<file path="src/rtl/mux_7seg_capture_pkg.sv">
// Shared constants and types for the 7-segment display bus capture path.
// Segment codes are active-high {G..A} and are reused by the other segment decoders.
package mux_7seg_capture_pkg;

    localparam logic [6:0] SEG_0 = 7'h3F;
    localparam logic [6:0] SEG_1 = 7'h06;
    localparam logic [6:0] SEG_2 = 7'h5B;
    localparam logic [6:0] SEG_3 = 7'h4F;
    localparam logic [6:0] SEG_4 = 7'h66;
    localparam logic [6:0] SEG_5 = 7'h6D;
    localparam logic [6:0] SEG_6 = 7'h7D;
    localparam logic [6:0] SEG_7 = 7'h07;
    localparam logic [6:0] SEG_8 = 7'h7F;
    localparam logic [6:0] SEG_9 = 7'h6F;

    localparam logic [3:0] DIG_BAD = 4'hF;

    localparam int unsigned CNT_W = 8;

    typedef enum logic [1:0] {
        ST_IDLE   = 2'd0,
        ST_SETTLE = 2'd1,
        ST_DONE   = 2'd2
    } cap_state_t;

    typedef struct packed {
        logic [6:0] seg;
        logic [3:0] dig;
    } bus_sample_t;

    localparam bus_sample_t BUS_BLANK = '{seg: 7'h00, dig: 4'hF};

    // Index of the single set bit; only meaningful for one-hot inputs.
    function automatic logic [1:0] onehot_to_idx(input logic [3:0] oh);
        case (oh)
            4'b0010: return 2'd1;
            4'b0100: return 2'd2;
            4'b1000: return 2'd3;
            default: return 2'd0;
        endcase
    endfunction

endpackage

</file>
<file path="src/rtl/seg7_to_bcd.sv">
// Combinational 7-segment (active-high {G..A}) to BCD lookup with a valid flag.
module seg7_to_bcd
    import mux_7seg_capture_pkg::*;
(
    input  logic [6:0] seg,
    output logic [3:0] bcd_c,
    output logic       valid_c
);

    always_comb begin
        bcd_c   = DIG_BAD;
        valid_c = 1'b1;
        case (seg)
            SEG_0:   bcd_c = 4'd0;
            SEG_1:   bcd_c = 4'd1;
            SEG_2:   bcd_c = 4'd2;
            SEG_3:   bcd_c = 4'd3;
            SEG_4:   bcd_c = 4'd4;
            SEG_5:   bcd_c = 4'd5;
            SEG_6:   bcd_c = 4'd6;
            SEG_7:   bcd_c = 4'd7;
            SEG_8:   bcd_c = 4'd8;
            SEG_9:   bcd_c = 4'd9;
            default: valid_c = 1'b0;
        endcase
    end

endmodule

</file>
<file path="src/rtl/mux_7seg_capture.sv">
// Receive side of the 4-digit multiplexed 7-segment bus: synchronizes, waits for a
// settled slot, captures once per slot and reconstructs the four displayed digits.
module mux_7seg_capture
    import mux_7seg_capture_pkg::*;
#(
    parameter int unsigned SETTLE_CYC  = 4,
    parameter int unsigned TIMEOUT_CYC = 16384,
    parameter int unsigned SEG_ACT_LOW = 0
) (
    input  logic        clk,
    input  logic        rst,
    input  logic [6:0]  seg_in,
    input  logic [3:0]  dig_in,
    output logic [15:0] dig_val,
    output logic [3:0]  dig_ok,
    output logic        frame_done,
    output logic        pat_err,
    output logic        sel_err,
    output logic        stale
);

    localparam int unsigned       TO_W       = $clog2(TIMEOUT_CYC + 1);
    localparam logic [TO_W-1:0]   TO_MAX     = TO_W'(TIMEOUT_CYC);
    localparam logic [CNT_W:0]    SETTLE_LIM = (CNT_W + 1)'(SETTLE_CYC);

    bus_sample_t      bus_m, bus_s, bus_p;
    cap_state_t       state, state_nxt;
    logic [CNT_W-1:0] cnt, cnt_nxt, cnt_inc;
    logic [TO_W-1:0]  to_cnt;
    logic [3:0]       act, act_p, seen, seen_nxt;
    logic             single, coll, coll_p, changed, dig_chg, settle_hit, reeval;
    logic             capture_c, sel_err_c;
    logic [6:0]       seg_dec;
    logic [3:0]       dec_bcd;
    logic             dec_valid;
    logic [1:0]       idx;

    // Two-stage synchronizer plus a one-cycle history for change detection.
    always_ff @(posedge clk) begin
        if (rst) begin
            bus_m <= BUS_BLANK;
            bus_s <= BUS_BLANK;
            bus_p <= BUS_BLANK;
        end else begin
            bus_m <= '{seg: seg_in, dig: dig_in};
            bus_s <= bus_m;
            bus_p <= bus_s;
        end
    end

    assign act        = ~bus_s.dig;
    assign act_p      = ~bus_p.dig;
    assign single     = (act != 4'd0) && ((act & (act - 4'd1)) == 4'd0);
    assign coll       = (act != 4'd0) && !single;
    assign coll_p     = (act_p != 4'd0) && ((act_p & (act_p - 4'd1)) != 4'd0);
    assign changed    = (bus_s != bus_p);
    assign dig_chg    = (bus_s.dig != bus_p.dig);
    assign cnt_inc    = (cnt == {CNT_W{1'b1}}) ? cnt : cnt + CNT_W'(1);
    assign settle_hit = ({1'b0, cnt} + (CNT_W + 1)'(1)) >= SETTLE_LIM;

    always_ff @(posedge clk) begin
        if (rst) begin
            state <= ST_IDLE;
            cnt   <= '0;
        end else begin
            state <= state_nxt;
            cnt   <= cnt_nxt;
        end
    end

    always_comb begin
        state_nxt = state;
        cnt_nxt   = cnt;
        reeval    = 1'b0;
        case (state)
            ST_IDLE:   reeval = 1'b1;
            ST_SETTLE: begin
                if (changed) begin
                    reeval = 1'b1;
                end else begin
                    cnt_nxt = cnt_inc;
                    if (settle_hit) state_nxt = ST_DONE;
                end
            end
            ST_DONE:   if (dig_chg) reeval = 1'b1;
            default:   state_nxt = ST_IDLE;
        endcase
        // A fresh single enable starts a slot; blank or collision parks in IDLE.
        if (reeval) begin
            if (single) begin
                cnt_nxt   = CNT_W'(1);
                state_nxt = (SETTLE_CYC <= 1) ? ST_DONE : ST_SETTLE;
            end else begin
                cnt_nxt   = '0;
                state_nxt = ST_IDLE;
            end
        end
    end

    always_comb begin
        capture_c = (state != ST_DONE) && (state_nxt == ST_DONE);
        sel_err_c = coll && !coll_p;
    end

    assign seg_dec = (SEG_ACT_LOW != 0) ? ~bus_s.seg : bus_s.seg;
    assign idx     = onehot_to_idx(act);

    seg7_to_bcd u_dec (
        .seg     (seg_dec),
        .bcd_c   (dec_bcd),
        .valid_c (dec_valid)
    );

    assign seen_nxt = seen | act;

    always_ff @(posedge clk) begin
        if (rst) begin
            dig_val    <= 16'hFFFF;
            dig_ok     <= '0;
            frame_done <= 1'b0;
            pat_err    <= 1'b0;
            sel_err    <= 1'b0;
            seen       <= '0;
        end else begin
            frame_done <= 1'b0;
            pat_err    <= 1'b0;
            sel_err    <= sel_err_c;
            if (capture_c) begin
                dig_val[{idx, 2'b00} +: 4] <= dec_valid ? dec_bcd : DIG_BAD;
                if (dec_valid) dig_ok[idx] <= 1'b1;
                pat_err <= !dec_valid;
                if (seen_nxt == 4'hF) begin
                    frame_done <= 1'b1;
                    seen       <= '0;
                end else begin
                    seen <= seen_nxt;
                end
            end
        end
    end

    // Staleness: cycles since the last capture, saturating at the timeout.
    always_ff @(posedge clk) begin
        if (rst) begin
            to_cnt <= '0;
            stale  <= 1'b0;
        end else if (capture_c) begin
            to_cnt <= '0;
            stale  <= 1'b0;
        end else if (to_cnt != TO_MAX) begin
            to_cnt <= to_cnt + TO_W'(1);
            stale  <= ((to_cnt + TO_W'(1)) == TO_MAX);
        end
    end

endmodule

</file>
<file path="config.mk">
export PLATFORM = sky130hd
export DESIGN_NAME = mux_7seg_capture
export DESIGN_NICKNAME = d
export VERILOG_FILES = /design/src/rtl/mux_7seg_capture_pkg.sv /design/src/rtl/seg7_to_bcd.sv /design/src/rtl/mux_7seg_capture.sv
export SDC_FILE = /design/constraint.sdc
export NUM_CORES = 1
export LEC_CHECK = 0
export CORE_ASPECT_RATIO = 0.6
export CORE_MARGIN = 5
export CORE_UTILIZATION = 30
export CTS_CLUSTER_DIAMETER = 50
export DETAILED_ROUTE_END_ITERATION = 7
export GPL_ROUTABILITY_DRIVEN = 0
export MAX_ROUTING_LAYER = met4
export SYNTH_ARGS = -nofsm -noshare
export SYNTH_HDL_FRONTEND = slang
export SYNTH_SLANG_ARGS = --single-unit
</file>
<file path="constraint.sdc">
create_clock -name clk -period 6.4 [get_ports clk]
set_input_delay 1.28 -clock clk [delete_from_list [all_inputs] [get_ports clk]]
set_output_delay 1.28 -clock clk [all_outputs]
set_load 0.05 [all_outputs]
</file>
=== After elaboration in Yosys (flattened, before gate mapping) ===
Index checks and enable logic that the tools add are counted.

* Add/sub/neg operators: 6
* $mul: 0
* Div/mod/pow operators: 0
* Order comparisons: 3
* Equal/unequal tests: 25
* Shifts and indexed selects: 2
* Mux-type cells: 22
* Bitwise operators: 7
* Reduce and logical (&&, ||, !) cells: 21

{| class="wikitable"
|+ Operator list
! operator !! count
|-
| $eq A7 B7 Y1 const B || 7
|-
| $pmux W4 S10 || 1
|-
| $mux W8 || 4
|-
| $bwmux W16 || 1
|-
| $shift A4 B6 Y16 const A || 1
|-
| $shiftx A4 B6 Y16 || 1
|-
| $add A15 B1 Y15 const B || 1
|-
| $eq A15 B15 Y1 const B || 1
|-
| $ne A15 B15 Y1 const B || 1
|-
| $eq A7 B3 Y1 const B || 2
|-
| $reduce_bool A4 Y1 || 3
|-
| $ne A11 B11 Y1 || 1
|-
| $reduce_or A10 Y1 || 1
|-
| $add A8 B1 Y9 const B || 1
|-
| $ge A9 B3 Y1 const B || 1
|-
| $add A8 B1 Y8 const B || 1
|-
| $and A4 B4 Y4 || 2
|-
| $eq A4 B4 Y1 const B || 2
|-
| $eq A8 B8 Y1 const B || 1
|-
| $mux W4 || 2
|-
| $not A4 Y4 || 2
|-
| $or A4 B4 Y4 || 2
|-
| $sub A4 B1 Y4 const B || 2
|-
| $eq A7 B6 Y1 const B || 1
|-
| other kinds (25) || 44
|}

* Flip-flop bits (word level): 86
* Latch bits: 0
* Bits in writable memories: 0
* Bits in read-only memories: 0
* Bits of input ports: 13
* Output and inout bits: 24
* Logic and storage cells: 102
* Memories kept: 0

=== Depth between registers and ports, before layout ===
* Word-level depth: 11
* Depth in mapped cells: 9
* Mapped depth without buffers: 8

=== By module ===
A second synthesis with hierarchy kept.

* Cell total of the unflattened synthesis: 447
* Area, all modules: 4162.7 µm²

{| class="wikitable"
|+ By module, submodules not included
! module !! times used !! cells each !! area an instance (µm²)
|-
| mux_7seg_capture || 1 || 419 || 3975.1
|-
| seg7_to_bcd || 1 || 28 || 187.7
|}

=== Worst setup path before layout ===
Ideal clock, no wire load.

* Path type: in2reg
* Start: input port rst
* End: register cnt[7]
* Arrival time: 2128 ps
* Setup slack: 4145 ps
* Stages on the path: 4
* Cell sequence: clkbuf_1 > clkbuf_1 > clkbuf_1 > nor2_1

{| class="wikitable"
|+ RTL lines
! item !! RTL line !! RTL
|-
| from (decl) || mux_7seg_capture.sv:11 || <nowiki>input logic rst,</nowiki>
|-
| to (signal assigned) || mux_7seg_capture.sv:67 || <nowiki>cnt <= cnt_nxt;</nowiki>
|-
| to (decl) || mux_7seg_capture.sv:28 || <nowiki>logic [CNT_W-1:0] cnt, cnt_nxt, cnt_inc;</nowiki>
|}

No word-level cell between the ends.

=== Worst setup path after layout ===
* Start: register dig_val[7]
* End: output port dig_val[7]

{| class="wikitable"
|+ RTL lines
! item !! RTL line !! RTL
|-
| from (decl) || mux_7seg_capture.sv:14 || <nowiki>output logic [15:0] dig_val,</nowiki>
|-
| from (signal, indexed assignment) || mux_7seg_capture.sv:129 || <nowiki>dig_val[{idx, 2'b00} +: 4] <= dec_valid ? dec_bcd : DIG_BAD;</nowiki>
|}

No word-level cell between the ends.

==> metrics.md <==
| Metric | Value |
|---|---|
| Worst min-delay path startpoint | `bus_m[2]` |
| Area Overhead vs Synth | `16.7%` |
| Wirelength, routed | `9180 um` |
| Number of cell instances on the worst register-to-register path | `7` |
| Global-route congestion overflow total | `0` |
| Hold buffer count at cts | `0` |
| Startpoint types | `register` |
| Number of slew-limit violations in the final report | `0` |
| CP max FO | `3` |
| Peak ir drop on the vdd network | `0.128 mV` |
| Die Outline Area | `16300 um^2` |
| Core Area | `13600 um^2` |
| Std cell rows | `33` |
| Maxcap violations | `0` |
| DRC violation total after the first TritonRoute iteration | `229` |
| Register-to-register setup slack | `3840 ps` |
| Highest cell delay on the worst timing path | `830 ps` |
| Floorplan die height | `101 um` |
| GRT Overall Usage | `0.121` |
| Routed length per placed instance | `13.8 um` |
| ANT cells | `0` |
| Actual slew at the worst max-slew pin | `672 ps` |
| Clock tree from TritonCTS | `yes` |
| Unique masters post-synth | `61` |
| Required time reported for the critical path endpoint | `5120 ps` |
| Slew headroom | `0.548` |
| EDFF count, synth | `0` |
| Max Buffers Root-to-Sink | `2` |
| Setup total negative slack | `0 ps` |
| Net count of the mapped netlist | `493` |
| Largest net degree at the start of global routing | `54` |
| Number of buffer and inverter instances along the worst setup path | `1` |
| Post-synthesis cell area | `4150 um^2` |
| Number of hold violations in the final report | `0` |
| Share of cells above drive strength 1 | `0.0894` |
| Crit. End Element | `output port` |
| Number of CTS-inserted buffers | `9` |
| Hold path cells | `1` |
| Synthesized area per cell | `8.84 um^2` |
| Starting density of the core | `0.305` |
| Dominant delay contributor by cell family on the critical path | `buffers and inverters` |
| Final Power | `1120 uW` |
| Fillers | `1357` |
| Horizontal extent of the die | `162 um` |
| Number of nets in the finished design | `512` |
| Antenna violations before repair | `0` |
| Multi-input gate area | `2150 um^2` |
| Yosys top cell by area | `sky130_fd_sc_hd__dfxtp_1` |
| Post-DRT Antenna Nets | `0` |
| Path class of the lowest-slack min-delay path | `reg2reg` |
| Slowest cell on the critical path | `sky130_fd_sc_hd__clkdlybuf4s50_1` |
| Clk Tree Root Cell | `sky130_fd_sc_hd__clkbuf_16` |
| Clock Skews | `12.1 ps` |
| Share of async-settable or async-resettable flops after synthesis | `0` |
| Reported leakage power | `0.00180 uW` |
| Cell Pwr Density | `232 nW/um^2` |
| I/O pins | `37` |
| Resize count post-CTS | `0` |
| Via count of the first global-routing pass | `3071` |
| Setup repair after global routing missed its margin | `false` |
| Final critical-path required period | `2850 ps` |
| Primary FF master, synth | `sky130_fd_sc_hd__dfxtp_1` |
| Start-to-end type of the worst setup path | `reg2out` |
| R2r startpoint | `cnt[0]` |
| Status | `finished clean` |
| Post-DP HPWL | `6790 um` |
| First-pass DRT Iterations | `4` |
| Post-CTS setup buffers | `0` |
| Series of cell instances along the critical path | `clkdlybuf4s50_1` |
| Seq/Total Area, Yosys | `0.415` |
| Number of setup violations in the final report | `0` |
| Vias | `3288` |
| Most area-consuming cells after synthesis | `sky130_fd_sc_hd__dfxtp_1 42%, sky130_fd_sc_hd__nor2b_1 3.6%, sky130_fd_sc_hd__nor2_1 3.4%` |
| Cells after synthesis | `469` |
| R2R Path End | `dig_val[0]` |
| Skew-Pair Late Insertion Delay | `340 ps` |
| Max Fclk | `0.351 GHz` |
| Period utilization | `0.445` |
| Storage element area | `1720 um^2` |
| Residual DRC | `0` |
| Number of synthesis warnings | `0` |
| Wire length of the first global-routing pass | `15500 um` |
| Final Util | `0.356` |
| Total of buffers placed on input and output ports | `36` |
| Area share of the largest cell type after synthesis | `0.415` |
| Number of H-tree levels | `3` |
| Clock edge transition at the registers on the reported setup and hold paths | `70 ps` |
| End of the worst hold path | `bus_s[2]` |
| Number of synthesized register bits | `86` |
| Worst EP arrival | `1570 ps` |
| Post-DR vias/cell | `4.93` |
| Sinks on the clock net | `86` |
-- worst max path at each step --
stage               slack, ps    endpoint  cells past startpoint        from
finish                   3550  dig_val[7]                      1  dig_val[7]
global route             3510  dig_val[8]                      1  dig_val[8]
CTS                      3540  dig_val[7]                      1  dig_val[7]
detailed placement       3670   to_cnt[0]                      5         rst
global placement         3740  to_cnt[12]                      5         rst
floorplan                4140      cnt[7]                      4         rst
-- final cells by class --
class	instances	area share
Clock inverter	5	0.00879
Multi-Input combinational cell	326	0.444
Clock buffer	10	0.0494
Tap cell	175	0.0452
Inverter	28	0.0217
Timing Repair Buffer	37	0.0750
Sequential cell	86	0.356
-- flip-flops by register name, summed over array words and instances, names as in the netlist --
register,count
to_cnt,15
cnt,8
dig_val,16
bus_s,4
sel_err,1
seg_dec,7
state,2
frame_done,1
bus_p,11
stale,1
seen,4
dig_ok,4
bus_m,11
pat_err,1
-- synth_stat cells (4+ instances only) --
library cell and number:
sky130_fd_sc_hd__nor2_1 38, sky130_fd_sc_hd__and3_1 4, sky130_fd_sc_hd__or3_1 5, sky130_fd_sc_hd__buf_6 6, sky130_fd_sc_hd__inv_1 28, sky130_fd_sc_hd__xnor2_1 16, sky130_fd_sc_hd__dfxtp_1 86, sky130_fd_sc_hd__o21ai_1 5
sky130_fd_sc_hd__clkbuf_1 12, sky130_fd_sc_hd__buf_2 9, sky130_fd_sc_hd__o21ai_0 23, sky130_fd_sc_hd__nand4_1 10, sky130_fd_sc_hd__a221o_1 4, sky130_fd_sc_hd__xor2_1 16, sky130_fd_sc_hd__nor2b_1 24, sky130_fd_sc_hd__mux2i_1 5
sky130_fd_sc_hd__a31oi_1 8, sky130_fd_sc_hd__nand2_1 28, sky130_fd_sc_hd__nor3_1 14, sky130_fd_sc_hd__a21oi_1 25, sky130_fd_sc_hd__ha_1 11, sky130_fd_sc_hd__nand3_1 19, sky130_fd_sc_hd__or2_2 12
-- metal layers --
layer,routed length (um),vias to the layer above,track usage
met2,3720,75,0.163
li1,-,1659,-
met5,0,-,-
met3,444,9,0.0343
met1,4910,1545,0.174
met4,110,0,0.0364
-- through the flow --
step,hold slack (ps),std cells,area (um^2),setup WS (ps)
floorplan,389,469,4150,4140
global placement,396,652,4560,3740
detailed placement,393,652,4560,3670
CTS,409,667,4840,3540
global route,418,667,4840,3510
finish,408,667,4840,3550
-- report_power, final --
| group | leakage (uW) | switching (uW) | total (uW) | internal (uW) |
|---|---|---|---|---|
| clock network | 0.000129 | 216 | 491 | 275 |
| logic | 0.000974 | 41.4 | 72.4 | 31.1 |
| registers | 0.000700 | 13.0 | 559 | 546 |
-- logic make-up (layout without fill, tap and decap cells) --
kind of cell	count (synthesis)	in the layout	synth area share
simple gates	178	178	0.241
compound gates	97	97	0.155
flops	86	86	0.415
buf+inv	57	80	0.0664
xor+xnor	33	33	0.0715
fa+ha+maj	12	12	0.0356
mux	6	6	0.0148
-- cell usage in the layout, fill, tap and decap left out, types with 3 or more instances in the layout --
| master | n |
|---|---|
| sky130_fd_sc_hd__a221o_1 | 4 |
| sky130_fd_sc_hd__nand4_1 | 10 |
| sky130_fd_sc_hd__clkinvlp_4 | 3 |
| sky130_fd_sc_hd__nor2b_1 | 24 |
| sky130_fd_sc_hd__a31oi_1 | 8 |
| sky130_fd_sc_hd__xnor2_1 | 16 |
| sky130_fd_sc_hd__and3_1 | 4 |
| sky130_fd_sc_hd__nand3_1 | 19 |
| sky130_fd_sc_hd__clkdlybuf4s50_1 | 35 |
| sky130_fd_sc_hd__nand2_1 | 28 |
| sky130_fd_sc_hd__a311o_1 | 3 |
| sky130_fd_sc_hd__or3_1 | 5 |
| sky130_fd_sc_hd__o21ai_1 | 5 |
| sky130_fd_sc_hd__nor3_1 | 14 |
| sky130_fd_sc_hd__ha_1 | 11 |
| sky130_fd_sc_hd__nor2_1 | 38 |
| sky130_fd_sc_hd__dfxtp_1 | 86 |
| sky130_fd_sc_hd__clkbuf_16 | 9 |
| sky130_fd_sc_hd__a21boi_1 | 3 |
| sky130_fd_sc_hd__a21oi_1 | 25 |
| sky130_fd_sc_hd__mux2i_1 | 5 |
| sky130_fd_sc_hd__or2_2 | 12 |
| sky130_fd_sc_hd__o21a_1 | 3 |
| sky130_fd_sc_hd__o21ai_0 | 23 |
| sky130_fd_sc_hd__nand4b_1 | 3 |
| sky130_fd_sc_hd__xor2_1 | 16 |
| sky130_fd_sc_hd__a21o_1 | 3 |
| sky130_fd_sc_hd__inv_1 | 28 |
No activity file was read; power rests on OpenSTA's default activity.
